<file path="src/rtl/pc_ctrl_pkg.sv">
// Opcode map, FSM state encoding and default widths shared by the PC control unit files.
package pc_ctrl_pkg;

  localparam int ADDR_W_DEF      = 10;
  localparam int INSTR_W_DEF     = 32;
  localparam int STACK_DEPTH_DEF = 4;

  localparam logic [5:0] OP_JMP  = 6'h10;
  localparam logic [5:0] OP_BZ   = 6'h11;
  localparam logic [5:0] OP_BNEG = 6'h12;
  localparam logic [5:0] OP_CALL = 6'h13;
  localparam logic [5:0] OP_RET  = 6'h14;
  localparam logic [5:0] OP_HLT  = 6'h3F;

  typedef enum logic [1:0] {
    ST_RUN    = 2'd0,
    ST_HALT   = 2'd1,
    ST_RESUME = 2'd2
  } state_t;

  typedef enum logic [2:0] {
    CMD_NOP  = 3'd0,
    CMD_JMP  = 3'd1,
    CMD_BZ   = 3'd2,
    CMD_BNEG = 3'd3,
    CMD_CALL = 3'd4,
    CMD_RET  = 3'd5,
    CMD_HLT  = 3'd6
  } cmd_t;

  // An invalid word, or any opcode outside the map, decodes as NOP.
  function automatic cmd_t decode_op(input logic valid, input logic [5:0] op);
    cmd_t cmd;
    cmd = CMD_NOP;
    if (valid) begin
      case (op)
        OP_JMP:  cmd = CMD_JMP;
        OP_BZ:   cmd = CMD_BZ;
        OP_BNEG: cmd = CMD_BNEG;
        OP_CALL: cmd = CMD_CALL;
        OP_RET:  cmd = CMD_RET;
        OP_HLT:  cmd = CMD_HLT;
        default: cmd = CMD_NOP;
      endcase
    end
    return cmd;
  endfunction

endpackage

</file>
<file path="src/rtl/ret_addr_stack.sv">
// Small LIFO of return addresses; the owner never pushes and pops in the same cycle.
module ret_addr_stack #(
  parameter int W     = 10,
  parameter int DEPTH = 4
) (
  input  logic         clk_i,
  input  logic         rst_i,
  input  logic         push_i,
  input  logic         pop_i,
  input  logic [W-1:0] data_i,
  output logic [W-1:0] top_o,
  output logic         full_o,
  output logic         empty_o
);

  localparam int PW = $clog2(DEPTH);

  logic [W-1:0] mem_q [DEPTH];
  logic [PW:0]  count_q;
  logic [PW:0]  count_d;
  logic [PW-1:0] wr_idx;
  logic [PW-1:0] top_idx;

  assign full_o  = (count_q == (PW+1)'(DEPTH));
  assign empty_o = (count_q == '0);
  assign wr_idx  = count_q[PW-1:0];
  // When full the low bits wrap to 0, so subtracting 1 still lands on DEPTH-1.
  assign top_idx = count_q[PW-1:0] - PW'(1);
  assign top_o   = mem_q[top_idx];

  always_comb begin
    count_d = count_q;
    if (push_i && !full_o) begin
      count_d = count_q + (PW+1)'(1);
    end else if (pop_i && !empty_o) begin
      count_d = count_q - (PW+1)'(1);
    end
  end

  always_ff @(posedge clk_i) begin
    if (rst_i) begin
      count_q <= '0;
    end else begin
      count_q <= count_d;
    end
  end

  always_ff @(posedge clk_i) begin
    if (push_i && !full_o) begin
      mem_q[wr_idx] <= data_i;
    end
  end

endmodule

</file>
<file path="src/rtl/pc_control_unit.sv">
// Decodes the fetched word into PC control strobes; owns ALU flags, the return stack
// and the halt/resume sequencing.
module pc_control_unit
  import pc_ctrl_pkg::*;
#(
  parameter int ADDR_W      = ADDR_W_DEF,
  parameter int INSTR_W     = INSTR_W_DEF,
  parameter int STACK_DEPTH = STACK_DEPTH_DEF
) (
  input  logic               clock,
  input  logic               resetCPU,
  input  logic [ADDR_W-1:0]  programCounter,
  input  logic [INSTR_W-1:0] instruction,
  input  logic               instr_valid,
  input  logic               alu_zero,
  input  logic               alu_negative,
  input  logic               flag_we,
  input  logic               resume,
  output logic               jump,
  output logic               bzero,
  output logic               bnegative,
  output logic [ADDR_W-1:0]  address,
  output logic               zero,
  output logic               negative,
  output logic               HLT,
  output logic               halted,
  output logic               stack_err,
  output state_t             fsm_state
);

  // instr_valid is a pure qualifier with no ready: a word is consumed in the cycle it is
  // presented with instr_valid=1, and there is no back-pressure toward instruction memory.

  state_t            state_q, state_d;
  logic [ADDR_W-1:0] halt_pc_q, halt_pc_d;
  logic              zero_q, zero_d;
  logic              negative_q, negative_d;
  logic              stack_err_q, stack_err_d;

  cmd_t              cmd;
  logic [ADDR_W-1:0] imm;
  logic              push, pop;
  logic [ADDR_W-1:0] stk_top;
  logic              stk_full, stk_empty;
  logic              unused_instr;

  assign cmd          = decode_op(instr_valid, instruction[INSTR_W-1:INSTR_W-6]);
  assign imm          = instruction[ADDR_W-1:0];
  assign unused_instr = ^instruction[INSTR_W-7:ADDR_W];

  ret_addr_stack #(
    .W     (ADDR_W),
    .DEPTH (STACK_DEPTH)
  ) u_stack (
    .clk_i   (clock),
    .rst_i   (resetCPU),
    .push_i  (push),
    .pop_i   (pop),
    .data_i  (programCounter + ADDR_W'(1)),
    .top_o   (stk_top),
    .full_o  (stk_full),
    .empty_o (stk_empty)
  );

  always_comb begin
    jump        = 1'b0;
    bzero       = 1'b0;
    bnegative   = 1'b0;
    HLT         = 1'b0;
    address     = '0;
    push        = 1'b0;
    pop         = 1'b0;
    state_d     = state_q;
    halt_pc_d   = halt_pc_q;
    stack_err_d = stack_err_q;
    zero_d      = flag_we ? alu_zero     : zero_q;
    negative_d  = flag_we ? alu_negative : negative_q;

    case (state_q)
      ST_RUN: begin
        case (cmd)
          CMD_JMP: begin
            jump    = 1'b1;
            address = imm;
          end
          CMD_BZ: begin
            bzero   = 1'b1;
            address = imm;
          end
          CMD_BNEG: begin
            bnegative = 1'b1;
            address   = imm;
          end
          CMD_CALL: begin
            // A full stack drops the return address but the call itself still jumps.
            jump    = 1'b1;
            address = imm;
            if (stk_full) stack_err_d = 1'b1;
            else          push        = 1'b1;
          end
          CMD_RET: begin
            if (stk_empty) begin
              stack_err_d = 1'b1;
            end else begin
              jump    = 1'b1;
              address = stk_top;
              pop     = 1'b1;
            end
          end
          CMD_HLT: begin
            HLT       = 1'b1;
            halt_pc_d = programCounter;
            state_d   = ST_HALT;
          end
          default: ;
        endcase
      end
      ST_HALT: begin
        HLT = 1'b1;
        if (resume) state_d = ST_RESUME;
      end
      ST_RESUME: begin
        jump    = 1'b1;
        address = halt_pc_q + ADDR_W'(1);
        state_d = ST_RUN;
      end
      default: state_d = ST_RUN;
    endcase

    // Nothing reaches the PC or the stack while reset is held.
    if (resetCPU) begin
      jump      = 1'b0;
      bzero     = 1'b0;
      bnegative = 1'b0;
      HLT       = 1'b0;
      address   = '0;
      push      = 1'b0;
      pop       = 1'b0;
    end
  end

  always_ff @(posedge clock) begin
    if (resetCPU) begin
      state_q     <= ST_RUN;
      halt_pc_q   <= '0;
      zero_q      <= 1'b0;
      negative_q  <= 1'b0;
      stack_err_q <= 1'b0;
    end else begin
      state_q     <= state_d;
      halt_pc_q   <= halt_pc_d;
      zero_q      <= zero_d;
      negative_q  <= negative_d;
      stack_err_q <= stack_err_d;
    end
  end

  assign zero      = zero_q;
  assign negative  = negative_q;
  assign stack_err = stack_err_q;
  assign halted    = (state_q == ST_HALT);
  assign fsm_state = state_q;

endmodule

</file>
<file path="config.mk">
export PLATFORM = sky130hd
export DESIGN_NAME = pc_control_unit
export DESIGN_NICKNAME = d
export VERILOG_FILES = /design/src/rtl/pc_ctrl_pkg.sv /design/src/rtl/ret_addr_stack.sv /design/src/rtl/pc_control_unit.sv
export SDC_FILE = /design/constraint.sdc
export NUM_CORES = 1
export LEC_CHECK = 0
export CAP_MARGIN = 20
export CELL_PAD_IN_SITES_DETAIL_PLACEMENT = 1
export CELL_PAD_IN_SITES_GLOBAL_PLACEMENT = 1
export CORE_ASPECT_RATIO = 0.8
export CORE_UTILIZATION = 39
export CTS_BUF_LIST = sky130_fd_sc_hd__clkbuf_4 sky130_fd_sc_hd__clkbuf_8 sky130_fd_sc_hd__clkbuf_16
export DETAILED_ROUTE_END_ITERATION = 8
export HOLD_SLACK_MARGIN = 0.03
export PLACE_DENSITY = 0.89
export SYNTH_ARGS = -nofsm -noshare
export SYNTH_HDL_FRONTEND = slang
export SYNTH_SLANG_ARGS = --single-unit
</file>
<file path="constraint.sdc">
create_clock -name clock -period 4 [get_ports clock]
set_input_delay 1 -clock clock [delete_from_list [all_inputs] [get_ports clock]]
set_output_delay 1 -clock clock [all_outputs]
set_load 0.005 [all_outputs]
</file>
==> results by stage <==
Yosys:
- The number of register bits inferred by synthesis is slightly below 60.
- The most used flip-flop cell after synthesis is edfxtp_1.
- The synthesized design spends more area on one cell type than any other, namely edfxtp_1.
- Of the total synthesized cell area, the portion taken by AND, OR, NAND and NOR gates is 14.57%.
- The xor/xnor share of the synthesized area is 3.291%.
- The multiplexer share of the synthesized area is 12.95%.
- Ranked by total cell area, the synthesized netlist is headed by edfxtp_1 (41%), dfxtp_1 (12%), mux4_2 (7.7%).
- Yosys mapped a number of flops with a built-in enable equal to 40.
- The synthesis warning total is 0.
- The mapped cell area is approximately 3000 sq um.
- The sequential fraction of the synthesis area is 53.33%.
- After synthesis, the most frequently instantiated cells are edfxtp_1 (40), nor2_1 (24), dfxtp_1 (18), mux2i_1 (12), nand2_1 (12).
- The adder-cell share of the synthesized area is 3.248%.
- The combinational family with the most area after synthesis is simple AND/OR/NAND/NOR gates.
- The number of nets handed over by synthesis was 289.
- The synthesized-area fraction occupied by ao, oa, aoi and oai cells is 10.51%.
- The average instance in the mapped netlist occupies approximately 13 sq um.
- Of the post-synthesis cell area, the dominant cell type holds 41.03%.
- The share of synthesized flip-flops with an asynchronous set or reset is 0%.
- The synthesized netlist cell count is 233.
- The number of different library cells used by synthesis comes to 48.
- The most used standard cell by instance count after synthesis is edfxtp_1.

Floorplanning:
- The region available for standard cell placement spans 7061 sq um.
- The chip width is 98.87 um.
- The initialized floorplan defines 27 standard-cell rows.
- The initial cell density of the core is around 41%.
- Pin placement for this block handled 69 I/O pins.
- The vertical die dimension is a little under 80 um.
- The die covers 7860 sq um.

STA:
- The worst-case clock skew is ~0.0044 ns.
- The number of endpoints with negative hold slack in the final report is 0.
- Setup total negative slack on the finished layout was measured at 0 ns.
- The headroom to the max-slew limit is 67.48%.
- Once routing completed, OpenROAD measured the worst setup slack at 0.08016 ns.
- The tightest hold path in the finished design has a slack of 0.4439 ns.
- Setup violations remaining at the end of the flow were counted as 0.
- The final clock period utilization by the worst path is 98.00%.
- The maximum operating frequency is 0.2551 GHz.
- For the pin with the worst max-slew slack, the measured transition is 0.4879 ns.
- The time the worst path needs with I/O delays and setup is 3.920 ns.
- Setup repair after global routing left no endpoint under its margin.
- The number of pins exceeding their max-slew limit in the final report came to 0.

Route:
- In this run the remaining antenna-violating nets after routing total 0.
- After detailed routing, the average wire length per cell comes to ~22 um.
- The detailed router finished its first iteration with 130 violations.
- The total wire length is 8960 um.
- The detailed-route via count is 2363.
- The first-pass iteration count of the detailed router is 4.
- For this run, design rule violations remaining after detail routing come to 0.
- In the routed layout, each cell is associated on average with a via count of 5.694.

Pwr:
- For this design the static power due to leakage is 1.440 nW.
- IR analysis of the VDD net gives a maximum drop of 0.1621 mV.
- Power spread over the standard cell area amounts to 335.1 nW/um^2.

Global route:
- The number of antenna violations at the first check in global routing is 0.
- The wire length of the first global-routing pass is between 10000 and 15000 um.
- The number of global-route vias before repair came to 2606.
- Entering global routing, the biggest net connects 22 pins.
- The remaining global-route overflow is 0.
- For this run, the total global-route usage over all layers was measured as about a quarter.

Final layout:
- The ratio of cells with drive above 1 in the final layout is 28.66%.
- The final net count is 379.
- Cells fill 56.73% of the core in the end.
- The area growth from synthesis to layout is 36.79%.
- The number of antenna diodes in the final layout is 0.

Clock network:
- Counting the buffers created by CTS gives 9.
- The clock drives between 50 and 60 sinks.
- The maximum buffer depth of the clock tree is 2.
- CTS built an H-tree with a depth of 3.
- The clock insertion delay at the later pin of the skew report is 0.34 ns.
- Clock-pin slew was measured on the worst setup and hold paths at 0.07 ns.
- TritonCTS built the clock tree.
- In this run the clock root is driven by a clkbuf_8.

Placement:
- Routability-driven placement finished with a final weighted congestion of a little over 0.8.
- In this run the tool buffered the top-level ports with 52 buffer cells.
- After legalization and detailed placement, the total HPWL measured 6171 um.
- Prior to clock tree synthesis, the placed netlist has a worst setup slack of -0.4674 ns.

Setup path:
- The cell type group with the largest total delay on the critical path is buffers and inverters.
- The critical path is of the in -> out type.
- The data arrival time at the worst-slack endpoint is 2.92 ns.
- STA classifies the critical path endpoint as an output port.
- The register-to-register setup slack is 0.85 ns.
- The category of the worst setup path launch point is an input port.
- On the worst path, the slowest cell contributes a delay of about 0.54 ns.
- Of all nets on the critical path, the largest fanout is 3.
- The data required time at the worst endpoint is around 3.0 ns.
- The signal on the critical path passes through clkdlybuf4s50_1, or4b_4, nor3_4, buf_4, and3b_1, clkdlybuf4s50_1.
- The critical path buffer and inverter count is 3.
- The most numerous cell type found on the critical path is clkdlybuf4s50_1.
- For this design, the slowest cell found on the critical path is or4b_4.

Min path:
- The min-delay analysis places its worst path in the category reg -> reg.

Status:
- The run finished with clean final reports.

Run:
- The number of max-cap violations is 0.
==> cells by family (layout without fill, tap and decap cells) <==
| family | after synthesis | after routing |
|---|---|---|
| adders and majority gates | 7 | 7 |
| xor gates and xnor gates | 11 | 11 |
| DFF | 58 | 58 |
| AOI/OAI and AO/OA | 38 | 38 |
| and+or+nand+nor | 80 | 80 |
| muxes | 25 | 25 |
| buffers and inverters | 14 | 109 |
==> final timing paths <==
path / startpoint / endpoint / cells after the start
setup / recovery: resetCPU / bzero / 6
hold / removal: stack_err / stack_err / 2
setup reg to reg: fsm_state[1] / u_stack.count_q[2] / 8
hold reg to reg: stack_err / stack_err / 2
==> power by group <==
part	internal (mW)	switching, mW
Sequential	0.645	0.00183
Clock	0.353	0.235
Combinational	0.0553	0.0515
Total	1.05	0.289
==> flip-flops by register name, indices dropped and copies added, names as in the netlist <==
register and flops:
u_stack.mem_q 40, halt_pc_q 10, u_stack.count_q 3, fsm_state 2
negative 1, stack_err 1, zero 1
==> routing by layer <==
layer | vias up | part of all wire (%) | track usage [%] | routed length, um
met5 | - | 0 | 0 | 0
met4 | 0 | 1.9 | 8.955 | 173
met3 | 16 | 7.8 | 6.392 | 696
met2 | 107 | 51 | 45.10 | 4574
met1 | 1163 | 39 | 28.89 | 3515
li1 | 1077 | - | - | -
==> through the flow <==
stage / std cells / cell area (sq um) / power, mW
2_1_floorplan: 233 / 2928 / 0.6951
3_3_place_gp: 390 / 3731 / 0.7576
3_5_place_dp: 390 / 3731 / 0.7629
4_1_cts: 416 / 4009 / 1.351
5_1_grt: 415 / 4005 / 1.382
6_report: 415 / 4005 / 1.342
==> area by class of cell <==
cell class | count | area, sq um
Clock inverter | 6 | 81.33
Timing Repair Buffer | 87 | 757.0
Clock buffer | 10 | 131.4
Fill cell | 729 | 3055
Sequential cell | 58 | 1562
Inverter | 6 | 22.52
Tap cell | 87 | 108.9
Multi-Input combinational cell | 161 | 1343
==> worst min-delay path: cells and delay by family, from the launching register on <==
| family | cells | cell delay, ns |
|---|---|---|
| buf+inv | 1 | 0.05 |
| compound gates | 1 | 0.05 |
| flops | 1 | 0.31 |
==> cells in the final DEF, fill, tap and decap left out, drive strengths merged, types with 7 or more instances in the layout <==
cell           count
buf               44
edfxtp            40
clkdlybuf4s50     35
nor2              24
dfxtp             18
nand2             12
mux2i             12
a21oi             11
clkbuf            11
mux4              10
a221o             10
nand3              8
xnor2              7
==> repair_timing <==
action                     4_1_cts  5_1_grt
pin swaps                        5        4
gates cloned                     1        0
hold buffers                     0        0
setup endpoints to repair       12        9
gates resized for setup         56        4
buffers inserted                 9        0
(Power assumes the default switching activity.)
